File: src/rtl/fft_bin_peak_detect.sv
// Streaming post-processor for a serial FFT bin stream: alpha-max-plus-beta-min
// magnitude per bin, plus a per-frame peak report with framing-error detection.
module fft_bin_peak_detect #(
    parameter int unsigned DATA_WIDTH = 16,
    parameter int unsigned SEQ_LENGTH = 16,
    parameter bit          SKIP_DC    = 1'b1,
    localparam int unsigned IW        = $clog2(SEQ_LENGTH)
) (
    input  logic                         clk,
    input  logic                         reset,
    input  logic signed [DATA_WIDTH-1:0] bin_real,
    input  logic signed [DATA_WIDTH-1:0] bin_img,
    input  logic                         bin_valid,
    input  logic                         bin_last,
    output logic        [DATA_WIDTH:0]   mag_out,
    output logic        [IW-1:0]         mag_index,
    output logic                         mag_valid,
    output logic        [DATA_WIDTH:0]   peak_mag,
    output logic        [IW-1:0]         peak_index,
    output logic                         peak_valid,
    output logic                         frame_error,
    output logic                         busy
);

    localparam int unsigned MW = DATA_WIDTH + 1;

    typedef enum logic [1:0] {
        ST_IDLE        = 2'd0,
        ST_ACCUM       = 2'd1,
        ST_REPORT_WAIT = 2'd2
    } state_t;

    state_t              state;
    state_t              state_next;
    logic [IW-1:0]       bin_cnt;
    logic [IW-1:0]       bin_cnt_next;
    logic                at_end_c;
    logic                good_last_c;
    logic                frame_err_c;

    logic [DATA_WIDTH-1:0] re_u_c;
    logic [DATA_WIDTH-1:0] im_u_c;
    logic [DATA_WIDTH-1:0] abs_re_c;
    logic [DATA_WIDTH-1:0] abs_im_c;

    logic                  s1_valid;
    logic [DATA_WIDTH-1:0] s1_abs_re;
    logic [DATA_WIDTH-1:0] s1_abs_im;
    logic [IW-1:0]         s1_idx;
    logic                  s1_good_last;

    logic [DATA_WIDTH-1:0] max_c;
    logic [DATA_WIDTH-1:0] min_c;
    logic [MW-1:0]         mag_c;
    logic                  s2_good_last;

    logic [MW-1:0]         run_mag;
    logic [IW-1:0]         run_idx;
    logic [MW-1:0]         cand_mag_c;
    logic [IW-1:0]         cand_idx_c;

    assign at_end_c = (bin_cnt == IW'(SEQ_LENGTH - 1));

    // Input framing state register
    always_ff @(posedge clk) begin
        if (reset) begin
            state   <= ST_IDLE;
            bin_cnt <= '0;
        end else begin
            state   <= state_next;
            bin_cnt <= bin_cnt_next;
        end
    end

    // Next-state logic; a bin is never stalled, so every valid bin decides the state
    always_comb begin
        state_next = state;
        if (bin_valid) begin
            if (bin_last && at_end_c) begin
                state_next = ST_REPORT_WAIT;
            end else if (bin_last || at_end_c) begin
                state_next = ST_IDLE;
            end else begin
                state_next = ST_ACCUM;
            end
        end else if ((state == ST_REPORT_WAIT) && peak_valid) begin
            state_next = ST_IDLE;
        end
    end

    // Framing decode: good-last tag, framing violation, bin counter update
    always_comb begin
        good_last_c  = 1'b0;
        frame_err_c  = 1'b0;
        bin_cnt_next = bin_cnt;
        if (bin_valid) begin
            good_last_c  = bin_last && at_end_c;
            frame_err_c  = bin_last ^ at_end_c;
            bin_cnt_next = (bin_last || at_end_c) ? '0 : bin_cnt + IW'(1);
        end
    end

    // Two's-complement magnitude; the most negative value maps to 2^(W-1)
    always_comb begin
        re_u_c   = bin_real;
        im_u_c   = bin_img;
        abs_re_c = re_u_c[DATA_WIDTH-1] ? (~re_u_c + DATA_WIDTH'(1)) : re_u_c;
        abs_im_c = im_u_c[DATA_WIDTH-1] ? (~im_u_c + DATA_WIDTH'(1)) : im_u_c;
    end

    always_comb begin
        max_c = (s1_abs_re >= s1_abs_im) ? s1_abs_re : s1_abs_im;
        min_c = (s1_abs_re >= s1_abs_im) ? s1_abs_im : s1_abs_re;
        mag_c = MW'(max_c) + MW'(min_c >> 1);
    end

    // Peak candidate: index 0 restarts the search, later bins need a strict win
    always_comb begin
        cand_mag_c = run_mag;
        cand_idx_c = run_idx;
        if (mag_index == '0) begin
            cand_mag_c = SKIP_DC ? '0 : mag_out;
            cand_idx_c = '0;
        end else if (mag_out > run_mag) begin
            cand_mag_c = mag_out;
            cand_idx_c = mag_index;
        end
    end

    always_ff @(posedge clk) begin
        if (reset) begin
            s1_valid     <= 1'b0;
            s1_abs_re    <= '0;
            s1_abs_im    <= '0;
            s1_idx       <= '0;
            s1_good_last <= 1'b0;
            frame_error  <= 1'b0;
            busy         <= 1'b0;
        end else begin
            s1_valid     <= bin_valid;
            s1_good_last <= good_last_c;
            frame_error  <= frame_err_c;
            busy         <= bin_valid || s1_valid || (state_next != ST_IDLE);
            if (bin_valid) begin
                s1_abs_re <= abs_re_c;
                s1_abs_im <= abs_im_c;
                s1_idx    <= bin_cnt;
            end
        end
    end

    always_ff @(posedge clk) begin
        if (reset) begin
            mag_valid    <= 1'b0;
            mag_out      <= '0;
            mag_index    <= '0;
            s2_good_last <= 1'b0;
        end else begin
            mag_valid    <= s1_valid;
            s2_good_last <= s1_valid && s1_good_last;
            if (s1_valid) begin
                mag_out   <= mag_c;
                mag_index <= s1_idx;
            end
        end
    end

    always_ff @(posedge clk) begin
        if (reset) begin
            run_mag    <= '0;
            run_idx    <= '0;
            peak_mag   <= '0;
            peak_index <= '0;
            peak_valid <= 1'b0;
        end else begin
            peak_valid <= mag_valid && s2_good_last;
            if (mag_valid) begin
                run_mag <= cand_mag_c;
                run_idx <= cand_idx_c;
                if (s2_good_last) begin
                    peak_mag   <= cand_mag_c;
                    peak_index <= cand_idx_c;
                end
            end
        end
    end

endmodule

File: config.mk
export PLATFORM = sky130hd
export DESIGN_NAME = fft_bin_peak_detect
export DESIGN_NICKNAME = d
export VERILOG_FILES = /design/src/rtl/fft_bin_peak_detect.sv
export SDC_FILE = /design/constraint.sdc
export NUM_CORES = 1
export LEC_CHECK = 0
export CAP_MARGIN = 20
export CORE_MARGIN = 5
export CORE_UTILIZATION = 45
export DETAILED_ROUTE_END_ITERATION = 16
export PLACE_DENSITY = 0.7
export SYNTH_ARGS = -nofsm -noshare
export SYNTH_HDL_FRONTEND = slang
export SYNTH_SLANG_ARGS = --single-unit
File: constraint.sdc
create_clock -name clk -period 3.8 [get_ports clk]
set_clock_uncertainty 0.15 [all_clocks]
set_input_delay 0.76 -clock clk [delete_from_list [all_inputs] [get_ports clk]]
set_output_delay 0.76 -clock clk [all_outputs]
set_load 0.1 [all_outputs]
==> flow_metrics.tcl <==
set metrics [dict create \
    status "finished, final reports clean" \
    die_w_um 130.3 \
    grt_antenna_before_repair 0 \
    die_h_um 130.3 \
    p_sw_mw 1.285 \
    crit_fanout 7 \
    coreArea_mm2 0.01437 \
    clk_pin_slew_ns 0.08 \
    grt_pass1_wl_um 25320 \
    ios 82 \
    comb_power_share_pct 37.2 \
    layout_setup_ws_ns 0.01269 \
    path_buf_inv 2 \
    swShare_pct 35.61 \
    track_usage_pct 17.95 \
    cp_data_required_time_ns 3.93 \
    rsz0062_at_grt "true" \
    nNetsFinal 1021 \
    final_cell_mix "dfxtp_1, nor2_1, buf_4" \
    power.share.clock_pct 27.5 \
    synth_compound_area_share_pct 21.91 \
    die-area_mm2 0.01697 \
    critPathMaxStageDelay_ns 0.35 \
    yosysWarnings 0 \
    first_pass_iters 5 \
    avgSynthCellArea_um2 8.177 \
    p_int_mw 2.322 \
    dpl_worst_slack_ns -0.1422 \
    synth.net_count 886 \
    cp-start-kind "flop" \
    cp_cell_sequence "inv_2, ha_4, a21oi_4, nand2_2, a221oi_4, a21oi_2, nor2_4, buf_6, mux2_2, ha_1, a211oi_4, o21bai_1, a21oi_2, nor4_2, a2111oi_2, o21ai_1, a21oi_1" \
    grt_pass1_vias 5398 \
    yosys.area_share.xor_xnor_pct 4.575 \
    ys_types 63 \
    post-dp-hpwl_um 11250 \
    ys_seq_area_share_pct 34.45 \
    fin_crit_ns 3.787 \
    clk_latency_ns 0.35 \
    drive_gt1_share_pct 19.98 \
    root_buffer "clkbuf_16" \
    area_growth_pct 33.16 \
    whs_ns 0.2811 \
    min_period_over_period_pct 99.67 \
    synth_top_family_by_area "compound AO/OA/AOI/OAI gates" \
    port_buffers 81 \
    max_slew.worst_pin.slew_ns 0.9834 \
    numCtsBuffers 9 \
    setup_viol 0 \
    seq_power_share_pct 35.3 \
    ys_ff_latch 112 \
    slew_headroom_pct 34.24 \
    max_freq_mhz 264.0 \
    cts_tree "built" \
    drt_iter0_drc 398 \
    wire_per_inst_um 13.72 \
    cp_slowest_cell "dfxtp_2" \
    clkSinkCount 112 \
    cts.path.max_buffers 2 \
    vias 5935 \
    drt_wl_total_um 15370 \
    synth_edf_count 0 \
    grt_overflow 0 \
    p_leak_nw 3.438 \
    rows 44 \
    critPathMostFrequentCell "a21oi_2" \
    synthAdderAreaFrac_pct 10.50 \
    critPathCaptureType "flop" \
    powerDensity_mw_per_mm2 416.2 \
    path_class "flop to flop" \
    gp_congestion 0.8713 \
    yosys.area_share.simple_pct 16.59 \
    grt_max_degree 57 \
    post-route-util_pct 60.32 \
    htree_levels 3 \
    hold_violations 0 \
    start_util_pct 45.30 \
    synthFlopType "dfxtp_1" \
    antennaDiodeCount 0 \
    viasPerCell 5.299 \
    drt.antenna.violating_nets 0 \
    report.final.slew_viol_count 0 \
    drc 0 \
    synth-async-reset-ratio_pct 0 \
    worst_ep_arrival_time_ns 3.92 \
    critPathTopFamily "compound AO/OA/AOI/OAI gates" \
    hp-class "flop to flop" \
    ir_worst_vdd_mv 0.2542 \
    syn_area_mm2 0.006509 \
    final_common_cell "dfxtp_1" \
    synthMuxAreaShare_pct 6.421 \
    drv_cap 0 \
    syn_inst 796 \
]
timing repair:
| action | CTS | global route |
|---|---|---|
| buffers inserted | 7 | 5 |
| setup endpoints to repair | 10 | 11 |
| gates resized for setup | 32 | 52 |
| hold buffers | 0 | 0 |
| cloned | 1 | 1 |
| pin swaps | 15 | 28 |
worst paths after layout:
kind | to | cells after the start | slack (ns) | start
worst max register to register | mag_out[14] | 17 | 0.01 | s1_abs_im[10]
worst min register to register | s2_good_last | 1 | 0.28 | s1_good_last
worst max-delay path | mag_out[14] | 17 | 0.01 | s1_abs_im[10]
worst min-delay path | s2_good_last | 1 | 0.28 | s1_good_last
per-layer routing:
metal | vias to the layer above | share of wire [%] | global-route usage (%) | wire (um)
met2 | 131 | 45 | 29.06 | 6912
li1 | 3117 | - | - | -
met4 | 0 | 1.6 | 5.379 | 242
met5 | - | 0 | 0 | 0
met3 | 18 | 4.9 | 2.579 | 754
met1 | 2669 | 49 | 24.87 | 7457
through the flow:
step / instances / power (mW) / instance area (um^2) / TNS [ns]
after CTS: 1116 / 3.527 / 8407 / 0
after global routing: 1120 / 3.814 / 8667 / -0.8956
after global placement: 1092 / 2.461 / 7941 / -0.2455
final: 1120 / 3.607 / 8667 / 0
after floorplan: 796 / 2.104 / 6539 / 0
after detailed placement: 1092 / 2.471 / 7941 / -0.6365
power by group through the flow:
stage,clock network (mW),registers [mW],logic [mW]
final,0.992,1.27,1.34
after global placement,0,1.29,1.17
after detailed placement,0,1.29,1.18
after global routing,1.06,1.28,1.47
after CTS,1.01,1.27,1.24
after floorplan,0,1.43,0.675
state kept, by name, summed over array words and instances, names as in the netlist, 2 cells and up:
| name | count |
|---|---|
| s1_abs_re | 16 |
| s1_abs_im | 16 |
| run_idx | 4 |
| peak_index | 4 |
| run_mag | 17 |
| state | 2 |
| mag_index | 4 |
| peak_mag | 17 |
| mag_out | 17 |
| s1_idx | 4 |
| bin_cnt | 4 |
cell usage after synthesis, types with 14 or more instances:
cell / instances / area [um^2]
dfxtp_1: 112 / 2242
nor2_1: 96 / 360.4
nand2_1: 71 / 266.5
a21oi_1: 65 / 325.3
o21ai_0: 58 / 290.3
ha_1: 53 / 663.1
inv_1: 50 / 187.7
a211oi_1: 31 / 232.7
clkbuf_1: 28 / 105.1
mux2i_1: 26 / 260.3
xor2_1: 22 / 192.7
a22oi_1: 17 / 127.6
mux2_2: 14 / 157.7
layout make-up:
type / count / area, um^2
fillers: 1257 / 5702
multi-input cells: 590 / 4225
flip-flops and latches: 112 / 2258
repair buffers: 168 / 1454
well taps: 184 / 230.2
clock buffers: 9 / 225.2
inverters: 50 / 187.7
clock inverters: 7 / 86.33
cells by family (layout without fill, tap and decap cells):
logic type / after synthesis / count (layout)
compound gates: 225 / 225
xor+xnor: 34 / 34
fa+ha+maj: 54 / 54
buf+inv: 94 / 234
flops: 112 / 112
mux: 40 / 40
simple gates: 237 / 237
No activity file was read; power rests on OpenSTA's default activity.
